===== src/rtl/easyaxi_rd_master.sv =====
// easyaxi_rd_master: issues NUM_BURSTS INCR read bursts, accumulates rdata and counts protocol/response errors
module easyaxi_rd_master #(
  parameter int ADDR_WIDTH = 32,
  parameter int DATA_WIDTH = 32,
  parameter int ID_WIDTH = 4,
  parameter int BURST_LEN = 8,
  parameter int NUM_BURSTS = 4,
  parameter logic [ADDR_WIDTH-1:0] BASE_ADDR = ADDR_WIDTH'(32'h0000_1000)
) (
  input  logic                  clk,
  input  logic                  rst,
  input  logic                  enable,
  output logic                  arvalid,
  input  logic                  arready,
  output logic [ADDR_WIDTH-1:0] araddr,
  output logic [7:0]            arlen,
  output logic [2:0]            arsize,
  output logic [1:0]            arburst,
  output logic [ID_WIDTH-1:0]   arid,
  input  logic                  rvalid,
  output logic                  rready,
  input  logic [DATA_WIDTH-1:0] rdata,
  input  logic [1:0]            rresp,
  input  logic                  rlast,
  input  logic [ID_WIDTH-1:0]   rid,
  output logic                  busy,
  output logic                  done,
  output logic [15:0]           err_cnt,
  output logic [DATA_WIDTH-1:0] data_sum
);
  localparam logic [ADDR_WIDTH-1:0] STRIDE = ADDR_WIDTH'(BURST_LEN * (DATA_WIDTH / 8));
  localparam logic [7:0] LAST_BEAT = 8'(BURST_LEN - 1);
  localparam logic [15:0] LAST_IDX = 16'(NUM_BURSTS - 1);
  typedef enum logic [1:0] {IDLE, AR, R, DONE} state_t;
  state_t state_q, state_d;
  logic [15:0] idx_q, idx_d, err_q, err_d;
  logic [7:0] beat_q, beat_d;
  logic [DATA_WIDTH-1:0] sum_q, sum_d;
  logic [ADDR_WIDTH-1:0] addr_q, addr_d;
  logic [ID_WIDTH-1:0] id_q, id_d;
  logic last_beat;
  logic [1:0] err_inc;
  logic [16:0] err_sum;
  assign last_beat = beat_q == LAST_BEAT;
  assign err_inc = {1'b0, rresp != 2'b00} + {1'b0, rid != id_q} + {1'b0, rlast != last_beat};
  assign err_sum = {1'b0, err_q} + {15'd0, err_inc};
  assign arvalid = state_q == AR;
  assign rready = state_q == R;
  assign busy = arvalid | rready;
  assign done = state_q == DONE;
  assign araddr = addr_q;
  assign arid = id_q;
  assign arlen = LAST_BEAT;
  assign arsize = 3'($clog2(DATA_WIDTH / 8));
  assign arburst = 2'b01;
  assign err_cnt = err_q;
  assign data_sum = sum_q;
  always_comb begin
    state_d = state_q;
    idx_d = idx_q;
    beat_d = beat_q;
    err_d = err_q;
    sum_d = sum_q;
    addr_d = addr_q;
    id_d = id_q;
    case (state_q)
      IDLE: if (enable) begin
        state_d = AR;
        idx_d = '0;
        beat_d = '0;
        err_d = '0;
        sum_d = '0;
        addr_d = BASE_ADDR;
        id_d = '0;
      end
      AR: if (arready) begin
        state_d = R;
        beat_d = '0;
      end
      R: if (rvalid) begin
        sum_d = sum_q + rdata;
        err_d = err_sum[16] ? 16'hFFFF : err_sum[15:0];
        beat_d = beat_q + 8'd1;
        if (last_beat) begin
          state_d = idx_q < LAST_IDX ? AR : DONE;
          idx_d = idx_q < LAST_IDX ? idx_q + 16'd1 : idx_q;
          addr_d = idx_q < LAST_IDX ? addr_q + STRIDE : addr_q;
          id_d = idx_q < LAST_IDX ? id_q + ID_WIDTH'(1) : id_q;
        end
      end
      DONE: state_d = enable ? DONE : IDLE;
      default: state_d = IDLE;
    endcase
  end
  always_ff @(posedge clk) begin
    if (rst) begin
      state_q <= IDLE;
      idx_q <= '0;
      beat_q <= '0;
      err_q <= '0;
      sum_q <= '0;
      addr_q <= '0;
      id_q <= '0;
    end else begin
      state_q <= state_d;
      idx_q <= idx_d;
      beat_q <= beat_d;
      err_q <= err_d;
      sum_q <= sum_d;
      addr_q <= addr_d;
      id_q <= id_d;
    end
  end
endmodule


===== config.mk =====
export PLATFORM = sky130hd
export DESIGN_NAME = easyaxi_rd_master
export DESIGN_NICKNAME = d
export VERILOG_FILES = /design/src/rtl/easyaxi_rd_master.sv
export SDC_FILE = /design/constraint.sdc
export NUM_CORES = 1
export LEC_CHECK = 0
export ABC_AREA = 0
export CAP_MARGIN = 20
export CORE_AREA = 5 5 125 127
export CTS_CLUSTER_SIZE = 40
export DETAILED_ROUTE_END_ITERATION = 16
export DIE_AREA = 0 0 130 132
export GPL_TIMING_DRIVEN = 0
export PLACE_DENSITY = 0.72
export SLEW_MARGIN = 20
export SYNTH_ARGS = -nofsm -noshare
export SYNTH_HDL_FRONTEND = slang
export SYNTH_SLANG_ARGS = --single-unit

===== constraint.sdc =====
create_clock -name clk -period 5.05 [get_ports clk]
set_input_delay 0.7575 -clock clk [delete_from_list [all_inputs] [get_ports clk]]
set_output_delay 0.7575 -clock clk [all_outputs]
set_load 0.02 [all_outputs]

After elaboration in Yosys (flattened, before gate mapping)

Index checks and enable logic that the tools add are counted.

Output and inout port bits: 101
Input bits: 44
Register bits after elaboration: 110

Reductions and logical operators: 8
Equality and inequality tests: 11
Mux-type cells: 32
Add/subtract/negate cells: 8
Order comparisons: 1
Bitwise gates (word level): 1

Operators with widths:

| cell                                                         | number |
|---|---|
| 2-to-1 mux 32 bit                                            | 6 |
| case mux 32 bit (2 select lines)                             | 2 |
| 2-to-1 mux 16 bit                                            | 6 |
| case mux 16 bit (2 select lines)                             | 2 |
| adder 32 bit                                                 | 1 |
| adder 32 x 6 -> 32 bit (second input constant)               | 1 |
| 2-to-1 mux 8 bit                                             | 3 |
| case mux 8 bit (3 select lines)                              | 1 |
| adder 16 x 2 -> 17 bit                                       | 1 |
| adder 16 x 1 -> 16 bit (second input constant)               | 1 |
| less-than comparator 16 x 2 -> 1 bit (second input constant) | 1 |
| 2-to-1 mux 4 bit                                             | 4 |
| 2-to-1 mux 2 bit                                             | 6 |
| adder 8 x 1 -> 8 bit (second input constant)                 | 1 |
| equality test 8 x 3 -> 1 bit (second input constant)         | 1 |
| case mux 2 bit (4 select lines)                              | 1 |
| case mux 4 bit (2 select lines)                              | 1 |
| AND reduction 4 bit                                          | 2 |
| inequality test 2 x 1 -> 1 bit (second input constant)       | 3 |
| AND reduction 5 bit                                          | 1 |
| adder 4 x 1 -> 4 bit (second input constant)                 | 1 |
| equality test 2 bit (second input constant)                  | 2 |
| inequality test 2 bit (second input constant)                | 2 |
| inequality test 4 bit                                        | 1 |
| other kinds (9)                                              | 10 |

Logic depth before layout (Yosys ltp)

Depth after elaboration: 7
Mapped depth: 14
Depth with buffers taken out: 14

Least setup slack after synthesis

Ideal clock, no wire load.

Path kind: input port to flip-flop
Start: in rlast
End: reg err_q[11] (netlist: err_cnt[11])
Required time: 4919 ps
Data arrival time: 2966 ps
Stages: 12
Slack: 1952 ps
Setup time: 131 ps
Path through: xor2_1 > fa_1 > inv_1 > ha_1 > fa_1 > nand2_1 > nor3_1 > nand4_1 > clkbuf_1 > o21ai_0 > a21oi_1 > nor3_1

Longest elaborated chain between the ends: 6

RTL lines:

| element                          | RTL line | text |
|---|---|---|
| from (decl)                      | 24       | `input logic rlast,` |
| inequality test 1 bit            | 45       | `assign err_inc = {1'b0, rresp != 2'b00} + {1'b0, rid != id_q} + {1'b0, rlast != last_beat};` |
| adder 2 x 1 -> 2 bit             | 45       |  |
| adder 16 x 2 -> 17 bit           | 46       | `assign err_sum = {1'b0, err_q} + {15'd0, err_inc};` |
| 2-to-1 mux 16 bit                | 82       | `err_d = err_sum[16] ? 16'hFFFF : err_sum[15:0];` |
| 2-to-1 mux 16 bit                | 80       | `R: if (rvalid) begin` |
| case mux 16 bit (2 select lines) | 66       | `case (state_q)` |
| to (signal assigned)             | 108      | `err_q <= err_d;` |
| to (decl)                        | 36       | `logic [15:0] idx_q, idx_d, err_q, err_d;` |

No other way between the ends. The select of a mux whose other input is x is not followed.
A chain may end at the register's enable or synchronous reset.

Worst setup path in the final report

Same ends and word-level chain as after synthesis.

==> impl_metrics.json <==
{
  "synth_warnings": 0,
  "synthArstFlopShare_pct": 0,
  "yosys.area_share.simple_pct": 22.8,
  "row_count": 44,
  "ant_nets": 0,
  "cp_top_family": "simple AND/OR/NAND/NOR gates",
  "cts_tree": "yes",
  "synthAdderAreaFrac_pct": 9.30,
  "htreeDepth": 3,
  "cts_resized": 0,
  "end_kind": "flop",
  "yosysUniqueCellTypes": 66,
  "pin_count": 145,
  "finalSetupTns_ns": 0,
  "r2r-end": "err_cnt[11]",
  "port_buffers": 125,
  "num_vias": 5844,
  "setup_ws_ns": 1.31,
  "place_congestion": 0.848,
  "synth_top_family_by_area": "simple AND/OR/NAND/NOR gates",
  "synth_ff_type": "dfxtp_1",
  "synthMuxAreaShare_pct": 1.17,
  "fin_crit_ns": 3.74,
  "hold_viol_final": 0,
  "cts_buffers": 9,
  "clock_skew_ns": 0.0106,
  "crit_arrival_ns": 4.02,
  "fill_cells": 1333,
  "grt_pass1_wl_um": 26400,
  "die_h_um": 132,
  "startpoint": "rlast",
  "total_power_mw": 2.54,
  "multiInputGateArea_um2": 3940,
  "slew_viol_final": 0,
  "post_drt_wl_per_cell_um": 14.4,
  "path_buf_inv": 3,
  "max_freq_mhz": 267,
  "dp_cells": 1085,
  "grt_pass1_vias": 5511,
  "path_cells": "clkdlybuf4s50_1, xor2_1, fa_1, inv_1, ha_1, fa_1, nand2_1, nor3_1, nand4_1, clkbuf_1, o21ai_0, a21oi_1, nor3_1",
  "track_usage_pct": 18.6,
  "routed_wl_um": 15900,
  "synth-compound-area-share_pct": 19.5,
  "syn_area_um2": 6300,
  "reg2reg_depth": 14,
  "root_buffer": "clkbuf_16",
  "antenna_found_initial": 0,
  "ys_ff_latch": 105,
  "ir_drop_mv": 0.204,
  "diodes": 0,
  "powerDensity_nw_per_um2": 312,
  "clkTransAtPathRegs_ns": 0.07,
  "synth_seq_area_share_pct": 33.4,
  "min_path_type": "reg2reg",
  "regArea_um2": 2100,
  "clk_latency_ns": 0.36,
  "drive_gt1_share_pct": 6.32,
  "drtPass1Iterations": 5,
  "r2r_setup_slack_ns": 1.38,
  "r2r_start": "beat_q[4]",
  "postCtsSetupRepairBufs": 0,
  "worst_pin_slew_ns": 0.802,
  "critPathMaxFanout": 10,
  "die-area_um2": 17200,
  "slowest_delay_ns": 0.47,
  "die_w_um": 130,
  "viasPerCell": 5.31,
  "dp_slack_ns": 0.949,
  "syn2layout_area_growth_pct": 29.0,
  "startpoint_type": "input pin",
  "drv_cap": 0,
  "start_util_pct": 44.0,
  "grt.overflow.total": 0,
  "fin_nets": 1001,
  "rsz0062_at_grt": "false",
  "synthCells": 760,
  "slew_headroom_pct": 46.1,
  "cts.sinks": 105,
  "drt_iter0_markers": 270,
  "grt_max_degree": 20,
  "path_class": "in2reg",
  "endpoint": "err_cnt[11]",
  "layoutNonFillerInstCount": 1101,
  "crit_slowest_cell": "clkdlybuf4s50_1",
  "dp_hpwl_um": 12100,
  "cts-hold-fix-buffers": 0,
  "synth_area_per_cell_um2": 8.28,
  "clockBufferDepth": 2,
  "crit_cells": 13,
  "synth-edff-count": 0,
  "whs_ns": 0.468,
  "cellLeakagePower_nw": 3.21,
  "core-area_um2": 14300,
  "finalSetupViolCount": 0,
  "outcome": "completed",
  "critPathRequiredTime_ns": 5.33,
  "synth-xor-area-share_pct": 8.76,
  "drc": 0,
  "fin_crit_sh_pct": 74.1
}
[synthesized netlist by cell type, drive strengths merged, types with 16 or more instances]
cell    count  area share (%)
xor2       39             5.4
clkbuf     26             1.6
nor3       16             1.5
nand2      64             3.8
nor2       92             5.6
a21oi      63             5.0
dfxtp     105              33
xnor2      24             3.3
ha         42             8.3
a21o       16             1.9
o21ai      40             3.2
nand3      34             2.7
buf        19             2.3
inv        20             1.2
[placed cells by master, fill, tap and decap left out, types with 6 or more instances in the layout]
cell,Yosys,final
clkdlybuf4s50_1,0,125
dfxtp_1,105,105
nor2_1,91,91
nand2_1,64,64
a21oi_1,63,63
ha_1,42,42
xor2_1,39,39
nand3_1,34,34
o21ai_0,34,34
clkbuf_1,26,26
xnor2_1,24,24
inv_1,19,19
buf_4,19,19
conb_1,2,18
a21o_1,16,16
and3_1,15,15
nor3_1,15,15
a31oi_1,13,13
nand4_1,10,10
nand2b_1,10,10
a22oi_1,9,9
clkbuf_16,0,9
nor2b_1,8,8
a211oi_1,8,8
o21ai_1,6,6
and4_1,6,6
[metrics by stage]
step                cell area (um2)  utilization, %
CTS                            8120            56.7
floorplan                      6360               -
global placement               7840            54.8
finish                         8120            56.7
detailed placement             7840            54.8
global route                   8120            56.7
[per-layer routing]
metal / vias up / global-route usage, % / share of wire [%] / wire (um)
met5: - / 0 / 0 / 0
met4: 0 / 4.10 / 0.93 / 148
met2: 132 / 31.1 / 48 / 7610
met1: 2710 / 23.8 / 45 / 7130
met3: 11 / 5.02 / 6.3 / 1010
li1: 2991 / - / - / -
[worst reg2reg max path, cell delays in order (launching register included)]
cell      delay (ns)
dfxtp_1         0.36
nor4_4          0.31
nand3_1         0.13
xor2_1          0.26
fa_1            0.45
inv_1           0.07
ha_1            0.19
fa_1            0.25
nand2_1         0.09
nor3_1          0.46
nand4_1         0.32
clkbuf_1        0.31
o21ai_0         0.15
a21oi_1         0.09
nor3_1          0.17
[registers in the layout, indices dropped and copies added, names as in the netlist]
register and cells:
arid 4, state_q 2, beat_q 8, data_sum 32, araddr 27, idx_q 16, err_cnt 16
[logic make-up (layout without fill, tap and decap cells)]
kind of cell	after synthesis	count (layout)
compound gates	190	190
xor+xnor	63	63
fa+ha+maj	45	45
buf+inv	65	206
flops	105	105
mux	7	7
other cells	2	18
simple gates	283	283
[where the power goes]
group / switching (mW) / internal [mW] / total [mW]
clock network: 0.345 / 0.346 / 0.690
logic: 0.589 / 0.340 / 0.929
registers: 0.0454 / 0.871 / 0.917
[worst min-delay path by stage]
stage | slack, ns | to | from | cells after the start
floorplan | 0.44 | idx_q[15] | idx_q[15] | 2
finish | 0.47 | data_sum[26] | data_sum[26] | 2
global route | 0.51 | data_sum[26] | data_sum[26] | 2
detailed placement | 0.46 | data_sum[26] | data_sum[26] | 2
global placement | 0.46 | data_sum[26] | data_sum[26] | 2
CTS | 0.48 | data_sum[26] | data_sum[26] | 2
[final cells by class]
| cell class | instances | share of cell area [%] |
|---|---|---|
| repair buffers | 125 | 15.4 |
| clock inverters | 7 | 0.724 |
| plain buffers | 45 | 2.96 |
| clock buffers | 9 | 2.77 |
| inverters | 20 | 0.924 |
| flip-flops and latches | 105 | 25.9 |
| well taps | 184 | 2.83 |
| multi-input cells | 606 | 48.5 |
No activity file was read; power rests on OpenSTA's default activity.
